--- src/rtl/ldl_wrr_pkt_sched.sv ---
// ldl_wrr_pkt_sched
// Weighted round-robin packet scheduler. It multiplexes REQ_WIDTH input beat
// streams onto one output stream. A granted requester keeps the grant until
// its packet's last beat is accepted. Each requester may send up to weight[i]
// consecutive packets before the round-robin pointer moves past it.
//
// Ports:
//   clk       clock, all logic on the rising edge
//   rst       synchronous active-high reset
//   req       per-requester beat valid
//   last      per-requester end-of-packet flag (qualified by req)
//   data      per-requester beat payload, packed [REQ_WIDTH][DATA_WIDTH]
//   weight    per-requester packets per turn, packed [REQ_WIDTH][WGT_WIDTH];
//             0 behaves as 1
//   ready     downstream accepts the current beat
//   ack       one-hot beat pop to the granted requester
//   valid     output beat valid
//   out_data  output payload
//   out_last  output end-of-packet
//   bin       index of the granted requester
module ldl_wrr_pkt_sched #(
    parameter int BIN_WIDTH  = 3,
    parameter int REQ_WIDTH  = 1 << BIN_WIDTH,
    parameter int DATA_WIDTH = 8,
    parameter int WGT_WIDTH  = 4
) (
    input  logic                                  clk,
    input  logic                                  rst,
    input  logic [REQ_WIDTH-1:0]                  req,
    input  logic [REQ_WIDTH-1:0]                  last,
    input  logic [REQ_WIDTH-1:0][DATA_WIDTH-1:0]  data,
    input  logic [REQ_WIDTH-1:0][WGT_WIDTH-1:0]   weight,
    input  logic                                  ready,
    output logic [REQ_WIDTH-1:0]                  ack,
    output logic                                  valid,
    output logic [DATA_WIDTH-1:0]                 out_data,
    output logic                                  out_last,
    output logic [BIN_WIDTH-1:0]                  bin
);

    typedef enum logic {
        IDLE = 1'b0,
        LOCK = 1'b1
    } state_t;

    state_t                 state;
    logic [BIN_WIDTH-1:0]   ptr;
    logic [BIN_WIDTH-1:0]   cur;
    logic [WGT_WIDTH-1:0]   credit;
    logic                   hold;

    logic [BIN_WIDTH-1:0]   win;
    logic [BIN_WIDTH-1:0]   idx;
    logic                   found;
    logic [WGT_WIDTH-1:0]   wgt_win;
    logic [WGT_WIDTH-1:0]   credit_load;
    logic [WGT_WIDTH-1:0]   credit_n;
    logic                   xfer;
    logic                   eop;

    // Circular first-set search starting at ptr. REQ_WIDTH is a power of two,
    // so BIN_WIDTH-bit addition wraps REQ_WIDTH-1 -> 0 for free.
    always_comb begin
        win   = ptr;
        idx   = '0;
        found = 1'b0;
        for (int i = 0; i < REQ_WIDTH; i++) begin
            idx = ptr + BIN_WIDTH'(i);
            if (!found && req[idx]) begin
                win   = idx;
                found = 1'b1;
            end
        end
    end

    assign wgt_win     = weight[win];
    assign credit_load = (wgt_win == '0) ? WGT_WIDTH'(1) : wgt_win;
    assign credit_n    = credit - WGT_WIDTH'(1);
    assign xfer        = (state == LOCK) && req[cur] && ready;
    assign eop         = xfer && last[cur];

    always_ff @(posedge clk) begin
        if (rst) begin
            state  <= IDLE;
            ptr    <= '0;
            cur    <= '0;
            credit <= '0;
            hold   <= 1'b0;
        end else begin
            case (state)
                IDLE: begin
                    if (|req) begin
                        cur   <= win;
                        state <= LOCK;
                        // Only a returning held requester keeps its remaining
                        // credit; any other winner reloads and drops the hold.
                        if (!(hold && (win == cur))) begin
                            credit <= credit_load;
                            hold   <= 1'b0;
                        end
                    end
                end
                LOCK: begin
                    if (eop) begin
                        credit <= credit_n;
                        state  <= IDLE;
                        if (credit_n == '0) begin
                            ptr  <= cur + BIN_WIDTH'(1);
                            hold <= 1'b0;
                        end else begin
                            ptr  <= cur;
                            hold <= 1'b1;
                        end
                    end
                end
                default: state <= IDLE;
            endcase
        end
    end

    // Outputs pass straight through from the locked requester. They are forced
    // quiet during reset so a packet aborted by reset sees no ack that cycle.
    always_comb begin
        valid    = 1'b0;
        ack      = '0;
        out_data = '0;
        out_last = 1'b0;
        bin      = cur;
        if (rst) begin
            bin = '0;
        end else if (state == LOCK) begin
            valid    = req[cur];
            out_data = data[cur];
            out_last = last[cur];
            ack[cur] = req[cur] & ready;
        end
    end

endmodule

--- config.mk ---
export PLATFORM = sky130hd
export DESIGN_NAME = ldl_wrr_pkt_sched
export DESIGN_NICKNAME = d
export VERILOG_FILES = /design/src/rtl/ldl_wrr_pkt_sched.sv
export SDC_FILE = /design/constraint.sdc
export NUM_CORES = 1
export LEC_CHECK = 0
export CAP_MARGIN = 20
export CORE_ASPECT_RATIO = 1.2
export CORE_UTILIZATION = 40
export DETAILED_ROUTE_END_ITERATION = 12
export GPL_ROUTABILITY_DRIVEN = 0
export PLACE_DENSITY = 0.84
export SLEW_MARGIN = 10
export SYNTH_ARGS = -nofsm -noshare
export SYNTH_HDL_FRONTEND = slang
export SYNTH_SLANG_ARGS = --single-unit
--- constraint.sdc ---
create_clock -name clk -period 13.2 [get_ports clk]
set_input_delay 3.3 -clock clk [delete_from_list [all_inputs] [get_ports clk]]
set_output_delay 3.3 -clock clk [all_outputs]
set_load 0.1 [all_outputs]
==> results of run 1 <==
-- through the flow --
stage	power, mW	hold WS, ns	instances
after floorplan	0.272	0.458	343
after global placement	0.348	0.478	543
after detailed placement	0.354	0.490	543
after CTS	0.389	0.513	546
after global routing	0.417	0.543	546
final	0.389	0.508	546
-- flip-flops by register name, indices dropped and copies added, names as in the netlist --
| signal | cells |
|---|---|
| credit | 4 |
| cur | 3 |
| hold | 1 |
| ptr | 3 |
| state | 1 |
-- worst max-delay path by stage --
stage / startpoint / endpoint / cells after the start
after detailed placement: req[3] / ack[4] / 7
after global placement: req[2] / ack[2] / 7
after CTS: req[3] / ack[0] / 7
after floorplan: rst / ack[1] / 4
final: req[2] / ack[0] / 7
after global routing: req[3] / ack[2] / 7
-- power breakdown --
part	internal [mW]	switching, mW
Sequential	0.0426	0.0204
Clock	0.0201	0.0133
Combinational	0.133	0.159
Total	0.196	0.193
-- critical path, stage by stage --
cell and delay [ns]:
clkdlybuf4s50_1 0.62, mux4_2 0.29, mux2_2 0.20, nand3_1 0.11
or3_1 0.42, nor2_1 0.14, clkdlybuf4s50_1 1.14
-- logic make-up (layout without fill, tap and decap cells) --
| family | after synthesis | count (layout) | synth area share (%) |
|---|---|---|---|
| AND/OR/NAND/NOR | 128 | 128 | 22.5 |
| AO/OA/AOI/OAI | 89 | 89 | 23.9 |
| multiplexers | 67 | 67 | 35.3 |
| buffers and inverters | 33 | 149 | 5.09 |
| flip-flops | 12 | 12 | 8.35 |
| XOR/XNOR | 9 | 9 | 2.74 |
| adder cells (fa/ha/maj) | 5 | 5 | 2.17 |
-- area by class of cell --
type / count / area share [%]
well taps: 87 / 2.54
multi-input cells: 298 / 58.2
clock buffers: 3 / 0.965
repair buffers: 136 / 31.8
inverters: 10 / 0.877
flip-flops and latches: 12 / 5.64
-- per-layer routing --
metal	part of all wire, %	wire, um	vias up	track usage (%)
li1	-	-	1607	-
met1	37	3490	1650	27.5
met2	54	5080	155	45.2
met3	6.2	587	22	4.83
met4	2.6	249	0	10.0
met5	0	0	-	0
-- cells in the final DEF, fill, tap and decap left out, types with 3 or more instances in the layout --
cell type,count
a21oi_1,16
a211oi_1,11
o221ai_1,5
a2111oi_0,3
mux2_2,9
nand3_1,4
nand2_1,25
nand4_1,4
clkbuf_8,3
nor3_1,24
a21boi_0,4
nand2b_1,11
a311oi_1,4
mux2i_1,28
nor3b_1,3
nor2b_1,5
clkdlybuf4s50_1,135
xnor2_1,3
mux4_2,26
o221a_2,4
xor2_1,6
nand3b_1,4
nor4_1,8
ha_1,5
mux2_1,3
o21ai_0,6
o211ai_1,4
o22ai_1,8
dfxtp_1,11
inv_1,9
nor2_1,30
==> metrics, run 1 <==
CTS Sinks 12; die width 79.4 um; most frequent cell after synthesis nor2_1; status finished clean; crit path time final 9.53 ns; I/O pin cnt 136; largest net degree at the start of global routing 38; Setup CP Type input pin to output port; crit share post-route 72.2%; drt pass-1 iters 5; DR iter-0 viols 270; Clock Pin Slew Worst Setup and Hold Paths 0.05 ns; Final nets ~580; Hold EP hold; Max Freq 0.105 GHz; mapped cell area 2880 um2; hpwl dp 7570 um; final routed DRC violation total 0; unrepaired setup endpoints after global routing false; root buffer cell clkbuf_8; Yosys top cell area share 20.3%; min-delay src hold; Hold Crit Depth 2; effective utilization at floorplan a little over two fifths; dpl ws between 3 and 4 ns; Synthesized Nets 463; Slew @ Worst Pin 1.01 ns; antenna fix cells 0; Static Leak roughly 1.4 nW; crit start category input pin; maxcap violations 0; clock latency on the worst-skew pair 0.24 ns; Vias 3434; flop-to-flop setup slack 8.15 ns; Die Y 94.9 um; Main synth FF type dfxtp_1; fin. max-slew vios 0; Yosys reg bits 12; worst setup margin 3.67 ns; total grt overflow 0; first-pass GRT wire length 15000 um; Syn Inst Count 343; WP data required 9.90 ns; Max clock buf depth 2; reg-to-reg critical path startpoint ptr[1]; Final ANT Viol Nets 0; Min-Delay Path Class flop to flop; syn_area_per_cell 8.39 um2; area of the die about 7500 um2; register area between 200 and 250 um2; crit-path max FO 8; PD cells approximately 91 nW/um2; final instance area 4280 um2; Post-CTS Resized 0; DR vias/cell approximately 6.3; synth warn 0; Max-slew headroom between 30% and 40%; Avg WL per Cell 17.2 um; final setup fails 0; Layout Utilization around 62%; total CTS buffers 3; CTS HTree Levels 1; Syn-to-layout area delta 48.7%; r2r worst-path depth 12; Async S/R FF share, synth 0%; IO buf count 135; CTS Hold Bufs 0; # rows 33; library cells used by synthesis 61; number of flops mapped to enable cells by yosys 0; TNS Setup 0 ns; worst path arrival time roughly 6.2 ns; R2R Path End credit[0]; setup bufs post-CTS 0; sequential share of the synthesized area 8.35%; Routed WL 9410 um; CTS tree done; VDD IR-drop max 42.3 uV; fillcell total 569; area of the multi-input gates between 2000 and 2500 um2; Area after DPL 4240 um2; Fin. Hold Viols 0; vias in the first global route approximately 3400; dominant cell type by area after synthesis mux4_2; Post-synth top cells nor2_1 (30), mux2i_1 (28), mux4_2 (26); layout cells sized above 1 12.0%; initial antenna violation count 0; GR Util All Layers 24.6%; Post-Route Skew 0.00578 ns; nature of the critical path endpoint output port; area of the core 6900 um2; Area contributors post-synth mux4_2 (20%), mux2i_1 (9.7%), dfxtp_1 (8.3%)
(Power assumes the default switching activity.)
==> inputs of run 2 (changes only) <==
CORE_UTILIZATION = 38   (was 40)
PLACE_DENSITY = 0.83   (was 0.84)
clock period = 7.85 ns   (was 13.2 ns; I/O delays follow)
==> metrics, run 2 (same netlist as run 1, synthesis figures left out) <==
effective utilization at floorplan 39.6%; Max Freq 0.151 GHz; largest net degree at the start of global routing 38; crit path from rst; area of the core 7270 um2; Max clock buf depth 2; min-delay src credit[1]; Top reg by flops credit; CTS Hold Bufs 0; Clock power frac 10.3%; flop-to-flop setup slack roughly 2.8 ns; Post-Route Skew 0.00674 ns; Vias ~3500; total CTS buffers 3; Area after DPL 4230 um2; reg-to-reg critical path startpoint ptr[1]; total grt overflow 0; layout cells sized above 1 between 10% and 20%; clock latency on the worst-skew pair 0.25 ns; Fin. Hold Viols 0; antenna fix cells 0; Clock Pin Slew Worst Setup and Hold Paths around 0.06 ns; final setup fails 0; Sw Ratio 49.5%; CTS Sinks 12; Syn-to-layout area delta 49.0%; drt pass-1 iters 5; commonest non-fill, non-tap cells in the layout clkdlybuf4s50_1 (131), nor2_1 (30), mux2i_1 (28), mux4_2 (26), nand2_1 (25); I/O pin cnt 136; crit-path max FO 20; die width 81.4 um; Setup CP Type input pin to output port; Die Y 97.3 um; CP max stage delay 1.17 ns; Int Pwr 340 uW; r2r worst-path depth 12; initial antenna violation count 0; TNS Setup 0 ns; unrepaired setup endpoints after global routing false; crit path time final around 6.6 ns; slowest cell on the critical path clkdlybuf4s50_1; first-pass GRT wire length 16000 um; Post-CTS Resized 0; Routed WL 9810 um; DR iter-0 viols 303; sequential power share 15.7%; hpwl dp 7750 um; Hold Crit Depth 2; Slew @ Worst Pin slightly below 1 ns; worst path buffer plus inverter count 2; DR vias/cell 6.29; final instance area 4290 um2; vias in the first global route 3401; crit share post-route 84.3%; Min-Delay Path Class flop to flop; Worst Hold Slack 0.515 ns; Final ANT Viol Nets 0; CTS HTree Levels 1; CP cell instances clkdlybuf4s50_1, nand2b_1, nor2b_1, clkdlybuf4s50_1; setup bufs post-CTS 0; fillcell total 630; most common cell after layout, fill and taps aside clkdlybuf4s50_1; Sw Pwr 333 uW; Crit path depth 4; IO buf count 135; Max-slew headroom around a third; logic gate share of total power 74.0%; worst path arrival time 4.65 ns; largest registers credit (4), cur (3), ptr (3); R2R Path End credit[0]; fin. max-slew vios 0; crit start category input pin; maxcap violations 0; Hold EP credit[1]; GR Util All Layers between 20% and 30%; PD cells 157 nW/um2; most frequent CP cell clkdlybuf4s50_1; Final nets 581; nature of the critical path endpoint output port; Avg WL per Cell 17.8 um; WP data required 5.89 ns; final routed DRC violation total 0; root buffer cell clkbuf_8; Static Leak roughly 1.4 nW; area of the die just under 8000 um2; status finished clean; # rows 34; max reg flops 4; CTS tree done; Crit path max-delay family buffers and inverters; VDD IR-drop max 110 uV
## run 2: cell count changes in the layout (fill, tap and decap cells not counted), sizes merged
cell | previous run | this run
buf | 1 | 5
clkbuf | 3 | 4
clkdlybuf4s50 | 135 | 131
## run 2: worst max-delay path by stage
stage,to,slack (ns)
floorplan,ack[1],0.69
global placement,valid,1.30
detailed placement,valid,1.29
CTS,valid,1.26
global route,valid,1.12
finish,valid,1.23
## run 2: per-layer routing
layer | up-vias | GRT usage (%) | routed length [um]
met1 | 1644 | 29.3 | 3700
met2 | 175 | 45.4 | 5240
li1 | 1606 | - | -
met3 | 36 | 3.00 | 535
met4 | 0 | 9.75 | 343
met5 | - | 0 | 0
## run 2: area by class of cell
class                      count  area [um2]  share of cell area (%)
multi-input combinational    298        2490                    58.1
timing repair buffer         136        1350                    31.5
sequential                    12         241                    5.63
tap                           90         113                    2.63
clock buffer                   4        55.1                    1.28
inverter                      10        37.5                   0.876
## run 2: per-stage QoR
| step | setup WS [ns] | power (mW) | cells | utilization [%] |
|---|---|---|---|---|
| 6_report | 1.23 | 0.673 | 550 | 58.9 |
| 3_5_place_dp | 1.29 | 0.598 | 546 | 58.2 |
| 3_3_place_gp | 1.30 | 0.586 | 546 | 58.2 |
| 5_1_grt | 1.12 | 0.717 | 550 | 58.9 |
| 2_1_floorplan | 0.689 | 0.457 | 343 | - |
| 4_1_cts | 1.26 | 0.670 | 550 | 58.9 |
## run 2: tightest hold or removal path, cell delays in order (launching register included)
cell and delay (ns):
dfxtp_1 0.33, nand3b_1 0.08, o21ai_1 0.06
## run 2: power by group through the flow
stage                     Sequential (mW)  Clock [mW]  Combinational [mW]
after floorplan                    0.0814           0               0.376
after global placement              0.106           0               0.480
after detailed placement            0.107           0               0.491
after CTS                           0.106      0.0700               0.494
after global routing                0.110      0.0717               0.536
final                               0.106      0.0691               0.498
==> inputs of run 3 (changes only) <==
clock period = 5.6 ns   (was 7.85 ns; I/O delays follow)
==> metrics, run 3 (same netlist as run 1, synthesis figures left out) <==
status finished clean; Clock Pin Slew Worst Setup and Hold Paths 0.05 ns; Syn-to-layout area delta 50.1%; PD cells ~220 nW/um2; effective utilization at floorplan a little under 40%; r2r worst-path depth 12; Slew @ Worst Pin 0.998 ns; maxcap violations 0; die width 81.4 um; Avg WL per Cell 17.5 um; Worst Hold Slack 0.492 ns; Top reg by flops credit; # rows 34; IO buf count 135; final routed DRC violation total 0; Post-Route Skew 0.000783 ns; Max Freq 0.199 GHz; Tot Pwr 940 uW; Die Y 97.3 um; reg-to-reg critical path startpoint ptr[0]; Max clock buf depth 2; dpl cells roughly 550; Vias 3446; total grt overflow 0; most common cell after layout, fill and taps aside clkdlybuf4s50_1; area of the multi-input gates ~2500 um2; drt pass-1 iters 5; crit start category input pin; root buffer cell clkbuf_8; max reg flops 4; crit-path max FO 17; Min-Delay Path Class flop to flop; fillcell total 646; Final ANT Viol Nets 0; unrepaired setup endpoints after global routing false; crit share post-route 89.5%; CTS Sinks 12; final setup fails 0; DR vias/cell between 6 and 7; VDD IR-drop max 111 uV; setup bufs post-CTS 0; I/O pin cnt 136; crit path from req[2]; worst path arrival time a little over 5 ns; Routed WL 9700 um; R2R Path End credit[0]; area of the core 7270 um2; register area approximately 240 um2; nature of the critical path endpoint flop; hpwl dp slightly below 8000 um; area of the die between 7000 and 8000 um2; fin cells 553; Static Leak 1.50 nW; fin. max-slew vios 0; Fin. Hold Viols 0; Max-slew headroom 33.4%; CTS HTree Levels 1; Post-CTS Resized 0; DR iter-0 viols 290; vias in the first global route 3402; commonest non-fill, non-tap cells in the layout clkdlybuf4s50_1 (114), nor2_1 (30), mux2i_1 (28), mux4_2 (26), nand2_1 (25); clock latency on the worst-skew pair about 0.24 ns; largest net degree at the start of global routing 38; WP data required 5.76 ns; total CTS buffers 3; Setup CP Type input pin to flop; initial antenna violation count 0; first-pass GRT wire length about 16000 um; largest registers credit (4), cur (3), ptr (3); antenna fix cells 0; CTS tree done; GR Util All Layers approximately 25%; crit path to credit[0]; flop-to-flop setup slack 1.05 ns; crit path time final 5.01 ns; CTS Hold Bufs 0; Final nets 584; TNS Setup 0 ns; layout cells sized above 1 17.5%
==> run 3: changes by cell type in the layout (fill, tap and decap cells not counted) <==
cell             change
buf_12               +4
buf_4               +16
clkdlybuf4s50_1     -17
nor2b_1              -1
nor2b_2              +1
==> run 3: report_power, final <==
part	leakage (nW)	internal [mW]	switching, mW
Clock	0.0288	0.0622	0.0329
Sequential	0.0989	0.100	0.0461
Combinational	1.37	0.316	0.382
==> run 3: metal layers <==
metal	global-route usage (%)	wire [um]	vias to the layer above
met1	28.2	3470	1638
met3	3.57	553	33
li1	-	-	1604
met5	0	0	-
met2	46.0	5410	171
met4	7.42	261	0
==> run 3: worst min path at each step <==
| stage | start | end | slack [ns] | depth (start not counted) |
|---|---|---|---|---|
| 3_5_place_dp | hold | hold | 0.48 | 2 |
| 3_3_place_gp | hold | hold | 0.48 | 2 |
| 6_report | hold | hold | 0.49 | 2 |
| 5_1_grt | hold | hold | 0.51 | 2 |
| 4_1_cts | hold | hold | 0.49 | 2 |
| 2_1_floorplan | hold | hold | 0.46 | 2 |
==> run 3: layout make-up <==
class	instances	share of cell area (%)
tap	90	2.61
multi-input combinational	298	57.7
clock buffer	4	1.27
sequential	12	5.59
inverter	10	0.869
timing repair buffer	139	31.9
==> run 3: stage by stage <==
| stage | util (%) | instance area, um2 | setup slack [ns] |
|---|---|---|---|
| final | 59.4 | 4320 | 0.585 |
| after global routing | 59.4 | 4320 | 0.331 |
| after CTS | 59.4 | 4320 | 0.629 |
| after detailed placement | 58.6 | 4260 | 0.366 |
| after global placement | 58.6 | 4260 | 0.515 |
| after floorplan | - | 2880 | 0.181 |
==> run 3: critical path, cell delays in order <==
cell and delay, ns:
clkdlybuf4s50_1 0.54, mux2_1 0.38, mux4_2 0.52, o22ai_1 0.40, a211oi_1 0.14, nor4_1 0.36, o21ai_2 0.28, nor4b_1 0.43
a31oi_1 0.09, a2111o_1 0.45, a31oi_1 0.17
